==> src/rtl/control_sequencer_if.sv <==
// Handshake and control bus between the hardwired control sequencer and the
// memory / instruction register / datapath side.
interface control_sequencer_if;
  logic        run;
  logic [31:0] ir;
  logic        mem_rdy;
  logic [31:0] enable;
  logic [31:0] busSelect;
  logic        MD_Read;
  logic        IncPC;
  logic [3:0]  Control_Signals;
  logic        busy;
  logic        fault;

  // Sequencer side
  modport master (
    input  run, ir, mem_rdy,
    output enable, busSelect, MD_Read, IncPC, Control_Signals, busy, fault
  );

  // Datapath / memory side
  modport slave (
    output run, ir, mem_rdy,
    input  enable, busSelect, MD_Read, IncPC, Control_Signals, busy, fault
  );
endinterface

==> src/rtl/control_sequencer.sv <==
// Hardwired T0..T5 fetch/execute sequencer for 3-register ALU instructions.
// Optional CTRL_SINGLE_STEP_EN adds a step input: one instruction per step rising edge.
module control_sequencer #(
  parameter int MEM_WAIT_MAX = 15,
  parameter int OP_W         = 5
) (
  input  logic                clk,
  input  logic                clr,
`ifdef CTRL_SINGLE_STEP_EN
  input  logic                step,
`endif
  control_sequencer_if.master bus
);

  localparam int CNT_W = $clog2(MEM_WAIT_MAX + 1);
  localparam logic [CNT_W-1:0] WAIT_LAST = CNT_W'(MEM_WAIT_MAX - 1);

  // Datapath bit positions
  localparam int EN_PC  = 20;
  localparam int EN_MDR = 21;
  localparam int EN_IR  = 23;
  localparam int EN_Z   = 24;
  localparam int EN_MAR = 25;
  localparam int EN_Y   = 27;
  localparam int BS_ZLO = 19;
  localparam int BS_PC  = 20;
  localparam int BS_MDR = 21;

  typedef enum logic [2:0] {
    S_IDLE, S_T0, S_T1, S_T2, S_T3, S_T4, S_T5, S_FAULT
  } state_t;

  state_t           state;
  logic [CNT_W-1:0] wait_cnt;
  logic             fault_q;

  logic [OP_W-1:0]  op;
  logic [3:0]       ra, rb, rc;
  logic [3:0]       alu_code;
  logic             op_legal;
  logic             start;

  assign op = bus.ir[31 -: OP_W];
  assign ra = bus.ir[26:23];
  assign rb = bus.ir[22:19];
  assign rc = bus.ir[18:15];

  always_comb begin
    // NOTE: every always_comb output gets a default first so no path can infer a latch.
    alu_code = 4'd0;
    op_legal = 1'b1;
    case (op)
      OP_W'(5'b00011): alu_code = 4'd1;
      OP_W'(5'b00100): alu_code = 4'd2;
      OP_W'(5'b00101): alu_code = 4'd3;
      OP_W'(5'b00110): alu_code = 4'd4;
      default:         op_legal = 1'b0;
    endcase
  end

`ifdef CTRL_SINGLE_STEP_EN
  logic step_q;

  always_ff @(posedge clk or negedge clr) begin
    if (!clr) step_q <= 1'b0;
    else      step_q <= step;
  end

  assign start = bus.run & step & ~step_q;
`else
  assign start = bus.run;
`endif

  // NOTE: sequential state uses non-blocking assignments only, so every flop samples pre-edge values.
  always_ff @(posedge clk or negedge clr) begin
    if (!clr) begin
      state    <= S_IDLE;
      wait_cnt <= '0;
      fault_q  <= 1'b0;
    end else begin
      case (state)
        S_IDLE: if (start) state <= S_T0;
        S_T0:   state <= S_T1;
        S_T1: begin
          // mem_rdy wins over a timeout landing on the same cycle
          if (bus.mem_rdy) begin
            state    <= S_T2;
            wait_cnt <= '0;
          end else if (wait_cnt == WAIT_LAST) begin
            state    <= S_FAULT;
            fault_q  <= 1'b1;
            wait_cnt <= '0;
          end else begin
            wait_cnt <= wait_cnt + 1'b1;
          end
        end
        S_T2:   state <= S_T3;
        S_T3: begin
          if (op_legal) begin
            state <= S_T4;
          end else begin
            state   <= S_FAULT;
            fault_q <= 1'b1;
          end
        end
        S_T4:   state <= S_T5;
        S_T5: begin
`ifdef CTRL_SINGLE_STEP_EN
          state <= S_IDLE;
`else
          state <= bus.run ? S_T0 : S_IDLE;
`endif
        end
        S_FAULT: state <= S_FAULT;
        default: state <= S_IDLE;
      endcase
    end
  end

  // Moore decode: only state plus the IR fields in T3..T5
  logic [31:0] enable_c, bus_sel_c;
  logic        md_read_c, inc_pc_c;
  logic [3:0]  ctrl_c;

  always_comb begin
    enable_c  = '0;
    bus_sel_c = '0;
    md_read_c = 1'b0;
    inc_pc_c  = 1'b0;
    ctrl_c    = 4'd0;
    case (state)
      S_T0: begin
        bus_sel_c[BS_PC]  = 1'b1;
        enable_c[EN_MAR]  = 1'b1;
        enable_c[EN_Z]    = 1'b1;
        inc_pc_c          = 1'b1;
      end
      S_T1: begin
        bus_sel_c[BS_ZLO] = 1'b1;
        enable_c[EN_PC]   = 1'b1;
        enable_c[EN_MDR]  = 1'b1;
        md_read_c         = 1'b1;
      end
      S_T2: begin
        bus_sel_c[BS_MDR] = 1'b1;
        enable_c[EN_IR]   = 1'b1;
      end
      S_T3: begin
        if (op_legal) begin
          bus_sel_c       = 32'h1 << rb;
          enable_c[EN_Y]  = 1'b1;
        end
      end
      S_T4: begin
        bus_sel_c         = 32'h1 << rc;
        ctrl_c            = alu_code;
        enable_c[EN_Z]    = 1'b1;
      end
      S_T5: begin
        bus_sel_c[BS_ZLO] = 1'b1;
        enable_c          = 32'h1 << ra;
      end
      default: ;
    endcase
  end

  assign bus.enable          = enable_c;
  assign bus.busSelect       = bus_sel_c;
  assign bus.MD_Read         = md_read_c;
  assign bus.IncPC           = inc_pc_c;
  assign bus.Control_Signals = ctrl_c;
  assign bus.busy            = (state != S_IDLE) && (state != S_FAULT);
  assign bus.fault           = fault_q | ((state == S_T3) && !op_legal);

endmodule

==> src/flat_wrapper.sv <==
// flat-port wrapper written by rule: the top's interface ports become plain ports
module control_sequencer_flat 
#(
  parameter int MEM_WAIT_MAX = 15,
  parameter int OP_W         = 5
)
  (clk, clr, bus_run, bus_ir, bus_mem_rdy, bus_enable, bus_busSelect, bus_MD_Read, bus_IncPC, bus_Control_Signals, bus_busy, bus_fault);
  control_sequencer_if bus_i ();
  input  logic clk;
  input  logic clr;
  input wire logic [$bits(bus_i.run)-1:0] bus_run;
  input wire logic [$bits(bus_i.ir)-1:0] bus_ir;
  input wire logic [$bits(bus_i.mem_rdy)-1:0] bus_mem_rdy;
  output wire logic [$bits(bus_i.enable)-1:0] bus_enable;
  output wire logic [$bits(bus_i.busSelect)-1:0] bus_busSelect;
  output wire logic [$bits(bus_i.MD_Read)-1:0] bus_MD_Read;
  output wire logic [$bits(bus_i.IncPC)-1:0] bus_IncPC;
  output wire logic [$bits(bus_i.Control_Signals)-1:0] bus_Control_Signals;
  output wire logic [$bits(bus_i.busy)-1:0] bus_busy;
  output wire logic [$bits(bus_i.fault)-1:0] bus_fault;
  assign bus_i.run = bus_run;
  assign bus_i.ir = bus_ir;
  assign bus_i.mem_rdy = bus_mem_rdy;
  assign bus_enable = bus_i.enable;
  assign bus_busSelect = bus_i.busSelect;
  assign bus_MD_Read = bus_i.MD_Read;
  assign bus_IncPC = bus_i.IncPC;
  assign bus_Control_Signals = bus_i.Control_Signals;
  assign bus_busy = bus_i.busy;
  assign bus_fault = bus_i.fault;
  control_sequencer #(.MEM_WAIT_MAX(MEM_WAIT_MAX), .OP_W(OP_W)) u_core (.clk(clk), .clr(clr), .bus(bus_i));
endmodule
==> config.mk <==
export PLATFORM = sky130hd
export DESIGN_NAME = control_sequencer_flat
export DESIGN_NICKNAME = d
export VERILOG_FILES = /design/src/rtl/control_sequencer_if.sv /design/src/rtl/control_sequencer.sv /design/src/flat_wrapper.sv
export SDC_FILE = /design/constraint.sdc
export NUM_CORES = 1
export LEC_CHECK = 0
export BUFFER_PORTS_ARGS = -buffer_cell sky130_fd_sc_hd__buf_2
export CAP_MARGIN = 10
export CORE_MARGIN = 2
export CORE_UTILIZATION = 30
export CTS_CLUSTER_SIZE = 20
export DETAILED_ROUTE_END_ITERATION = 6
export PLACE_DENSITY = 0.66
export SYNTH_ARGS = -nofsm -noshare
export SYNTH_HDL_FRONTEND = slang
export SYNTH_SLANG_ARGS = --single-unit
==> constraint.sdc <==
create_clock -name clk -period 2 [get_ports clk]
set_input_delay 0.1 -clock clk [delete_from_list [all_inputs] [get_ports clk]]
set_output_delay 0.1 -clock clk [all_outputs]
set_load 0.005 [all_outputs]
After elaboration in Yosys (flattened, before gate mapping)
Index checks and enable logic that the tools add are counted.
Storage, ports and cells
  memory bits (read-only): 0
  bits in latches: 0
  input bits: 36
  RAM bits: 0
  memories kept: 0
  register bits: 8
Cells by class
  $mul: 0
  muxes and demuxes: 33
  div/mod/pow operators: 0
  shifts and indexed selects: 3
  reduce and logical (&&, ||, !) cells: 11
  add/sub/neg operators: 1
  bitwise operators: 1
  equality and inequality tests: 18
  order comparisons: 0
Operators with widths (number)
  $shl 1x4->32 const A: 3
  $pmux 19 s2: 1
  $mux 32: 1
  $pmux 3 s8: 1
  $mux 20: 1
  $pmux 10 s2: 1
  $eq 5x3->1 const B: 3
  $eq 3x3->1 const B: 4
  $mux 3: 4
  $mux 4: 3
  $pmux 3 s4: 1
  $mux 1: 10
  $pmux 1 s2: 5
  $pmux 1 s3: 3
  $eq 3x2->1 const B: 2
  $ne 2x2->1 const B: 3
  $eq 5x2->1 const B: 1
  $add 4x1->4 const B: 1
  $eq 4x4->1 const B: 1
  $pmux 2 s2: 1
  $reduce_and 4->1: 1
  $reduce_or 2->1: 2
  $reduce_or 4->1: 1
  $eq 3x1->1 const B: 1
  11 further kinds: 12

Depth between registers and ports, before layout
  depth after elaboration: 6
  gate-level depth with buffers: 5
  depth with buffers taken out: 5

Least setup slack after synthesis
Ideal clock, no wire load.
  kind: reg2out
  start: register u_core.state[0]
  end: output bus_busSelect[0]
  setup slack: 0.478 ns
  arrival time: 1.422 ns
  cell stages (with the launch flop): 6
  data required time: 1.900 ns
  path buffers: 2
  cells stage by stage: dfrtp_1 -> buf_2 -> nor3b_1 -> o211ai_1 -> clkbuf_1 -> o31ai_1
On the way
  word-level cells in the longest chain between the ends: 2
  elaborated cells on any way between the ends: 3
RTL lines
  start, declared: RTL line control_sequencer.sv:33  | state_t state;
  start signal, assigned: RTL line control_sequencer.sv:111  | state <= bus.run ? S_T0 : S_IDLE;
  $eq 3x3->1: RTL line control_sequencer.sv:131  | case (state)
  $pmux 19 s2 (*): RTL line control_sequencer.sv:131
  end, declared: RTL line flat_wrapper.sv:15  | output wire logic [$bits(bus_i.busSelect)-1:0] bus_busSelect;
Mark *: on every way between the ends. The rest lies on a longest branch, timed or not.

Final worst setup path
  start: register u_core.state[1]
  end: output bus_busSelect[6]
The elaborated chain is that of the path after synthesis.

==> impl_metrics.yaml <==
yosys:
  synthArstFlopShare: 1.00
  synth_edf_count: 0
  netlist_top_cells_area: "sky130_fd_sc_hd__buf_4 17%, sky130_fd_sc_hd__dfrtp_1 16%, sky130_fd_sc_hd__nor2_1 6.1%"
  synth_top_flop_cell: "sky130_fd_sc_hd__dfrtp_1"
  synth.most_common_cell: "sky130_fd_sc_hd__buf_4"
  avgSynthCellArea_um2: 6.93
  yosysTopAreaCell: "sky130_fd_sc_hd__buf_4"
  post_synthesis_cells: 177
  post_synth_instance_area_um2: 1230
  synth.top_cells.by_count: "28 x sky130_fd_sc_hd__buf_4, 20 x sky130_fd_sc_hd__nor2_1, 10 x sky130_fd_sc_hd__inv_1, 10 x sky130_fd_sc_hd__nand2b_1"
  synth_cell_types: 40
  ys_ff_latch: 8
  synth_seq_area_share: 0.163
  total_of_warnings_raised_by_yosys: 0
  synth_top_area_frac: 0.171
final_layout:
  drive_above_1_share: 0.340
  num-fill-cells: 450
  layout_stage_area_growth_over_the_synthesis_result_pct: 28.3
  antenna_cells: 0
  num-nets-final: 281
  post_layout_instance_count_excluding_filler_cells: 291
placed_design:
  placed_cells: 287
  routabilityCongestion: 0.809
  detailedPlacementHpwl_um: 2620
  buffer_ports.inserted: 68
critical_path:
  worstPathRequired_ns: 1.90
  worst-endpoint-arrival_ns: 1.78
  setup.worst_path.end_class: "output port"
  critical_path.reg2reg.startpoint: "u_core.state[0]"
  logic_depth_of_the_worst_register_to_register_path: 4
  setup.worst_path.class: "reg2out"
  worstReg2RegEnd: "u_core.wait_cnt[3]"
  regToRegSetupSlack_ns: 0.23
  timing.critical_path.from_type: "flip-flop"
  timing.critical_path.fanout_max: 15
routing:
  via_per_inst: 4.87
  wl_per_cell_um: 11.2
  drt_first_iter_violations: 70
  drtPass1Iterations: 4
  remaining_drc_errors: 0
  detail_route.wirelength_um: 3260
  ant_nets: 0
  routed-via-count: 1417
sta:
  fin_crit_sh: 0.938
  final-setup-viol-count: 0
  period_minus_slack_ns: 1.88
  clock-skew-final_ns: 0.00287
  hold_slack_ns: 0.168
  max_clock_freq_mhz: 533
  final_count_of_pins_violating_max_slew: 0
  totalNegativeSetupSlack_ns: 0
  rsz0062_at_grt: "no"
  final-hold-violation-count: 0
worst_hold_path:
  hold_path_class: "in2reg"
  worst_hold_path.num_cells: 3
  worstHoldEndpoint: "u_core.state[0]"
  timing.hold.worst.start: "bus_run"
floorplan:
  starting_density_of_the_core: 0.309
  chip_width_um: 67.9
  fp.coreArea_um2: 3970
  fp-row-count: 23
  design.portCount: 108
  chipHeight_um: 67.9
  floorplan.die_area_um2: 4610
cts:
  path_clk_slew_ns: 0.04
  clk_path_buf_depth: 2
  cts-buffers-inserted: 3
  cts_root_buf: "sky130_fd_sc_hd__clkbuf_8"
  number_of_buffers_inserted_by_post_cts_setup_repair: 0
  cts.sinks: 8
  h_tree_level_count: 1
  insertion_delay_ns: 0.23
  cts_tree: "yes"
grt:
  busiest_layer: "met2"
  gr-usage-met2: 0.237
  maximum_number_of_pins_on_one_net_before_global_route_repair: 16
  grt_first_pass_wirelength_um: 4810
  vias_in_the_first_global_route: 1126
  initial_antenna_violation_count: 0
  gr-usage-all-layers: 0.132
  grt.met3_usage: 0.0296
  globalRouteMet1Util: 0.160
  global_route.overflow_total: 0
pwr:
  fin_total_pwr_mw: 1.21
  peakVddDrop_uv: 406
  power.density_cell_area_nw_per_um2: 771
  total_leakage_power_nw: 0.821
run:
  cap_viol_max_count: 0
outcome:
  status: "finished clean"
kinds of logic (layout without fill, tap and decap cells):
group | Yosys count | after routing | synth area share
AOI/OAI and AO/OA | 36 | 36 | 0.198
adders and majority gates | 2 | 2 | 0.0204
and+or+nand+nor | 82 | 82 | 0.376
other | 1 | 24 | 0.00306
buffers and inverters | 47 | 88 | 0.233
xor gates and xnor gates | 1 | 1 | 0.00714
DFF | 8 | 8 | 0.163
registers in the layout, summed over array words and instances, names as in the netlist:
signal and cells:
u_core.fault_q 1, u_core.wait_cnt 4, u_core.state 3
metrics by stage:
| step | setup slack (ns) | area [um2] | utilization |
|---|---|---|---|
| after floorplan | 0.478 | 1310 | - |
| after global placement | 0.286 | 1510 | 0.381 |
| after detailed placement | 0.266 | 1510 | 0.381 |
| after CTS | 0.0853 | 1560 | 0.394 |
| after global routing | 0.0386 | 1570 | 0.396 |
| final | 0.124 | 1570 | 0.396 |
report_power, final:
part / total, mW / internal [mW] / switching [mW]
registers: 0.300 / 0.225 / 0.0753
clock network: 0.194 / 0.130 / 0.0639
logic: 0.717 / 0.323 / 0.394
total: 1.21 / 0.678 / 0.534
area by class of cell:
| type | count | area (um2) | area share |
|---|---|---|---|
| Sequential cell | 8 | 200 | 0.127 |
| Multi-Input combinational cell | 145 | 836 | 0.531 |
| Inverter | 10 | 37.5 | 0.0239 |
| Tap cell | 50 | 62.6 | 0.0398 |
| Timing Repair Buffer | 75 | 395 | 0.251 |
| Clock buffer | 3 | 41.3 | 0.0263 |
worst max-delay path by stage:
stage	startpoint	to	slack (ns)	depth (start not counted)
2_1_floorplan	u_core.state[0]	bus_busSelect[0]	0.48	5
3_3_place_gp	u_core.state[0]	u_core.wait_cnt[3]	0.29	4
3_5_place_dp	u_core.state[0]	u_core.wait_cnt[3]	0.27	4
4_1_cts	u_core.state[2]	bus_enable[0]	0.09	5
5_1_grt	u_core.state[2]	bus_busSelect[3]	0.04	5
6_report	u_core.state[1]	bus_busSelect[6]	0.12	5
cells in the final DEF, fill, tap and decap left out, types with 4 or more instances in the layout:
| master | instances |
|---|---|
| sky130_fd_sc_hd__a21oi_1 | 4 |
| sky130_fd_sc_hd__buf_2 | 68 |
| sky130_fd_sc_hd__buf_4 | 6 |
| sky130_fd_sc_hd__conb_1 | 24 |
| sky130_fd_sc_hd__dfrtp_1 | 8 |
| sky130_fd_sc_hd__inv_1 | 10 |
| sky130_fd_sc_hd__nand2_1 | 9 |
| sky130_fd_sc_hd__nand2b_1 | 10 |
| sky130_fd_sc_hd__nand3_1 | 7 |
| sky130_fd_sc_hd__nand3b_1 | 4 |
| sky130_fd_sc_hd__nor2_1 | 20 |
| sky130_fd_sc_hd__nor3_1 | 7 |
| sky130_fd_sc_hd__o211ai_1 | 4 |
| sky130_fd_sc_hd__o21ai_0 | 7 |
| sky130_fd_sc_hd__o22ai_1 | 4 |
| sky130_fd_sc_hd__o31ai_1 | 9 |
critical path, stage by stage (launching register included):
cell and delay, ns:
sky130_fd_sc_hd__dfrtp_1 0.38, sky130_fd_sc_hd__buf_4 0.18, sky130_fd_sc_hd__and4bb_2 0.41, sky130_fd_sc_hd__or3b_1 0.36
sky130_fd_sc_hd__o31ai_1 0.07, sky130_fd_sc_hd__buf_2 0.15
metal layers:
metal / vias to the layer above / share of wire / wire length (um)
met4: 0 / 0.013 / 42
li1: 708 / - / -
met5: - / 0 / 0
met3: 6 / 0.056 / 182
met2: 51 / 0.51 / 1660
met1: 652 / 0.42 / 1380
timing repair:
item | in CTS | in global routing
hold buffers | 1 | 0
setup endpoints to repair | 0 | 2
hold endpoints to repair | 8 | 0
gates resized for setup | 0 | 2
Power figures use the tool's default switching activity.
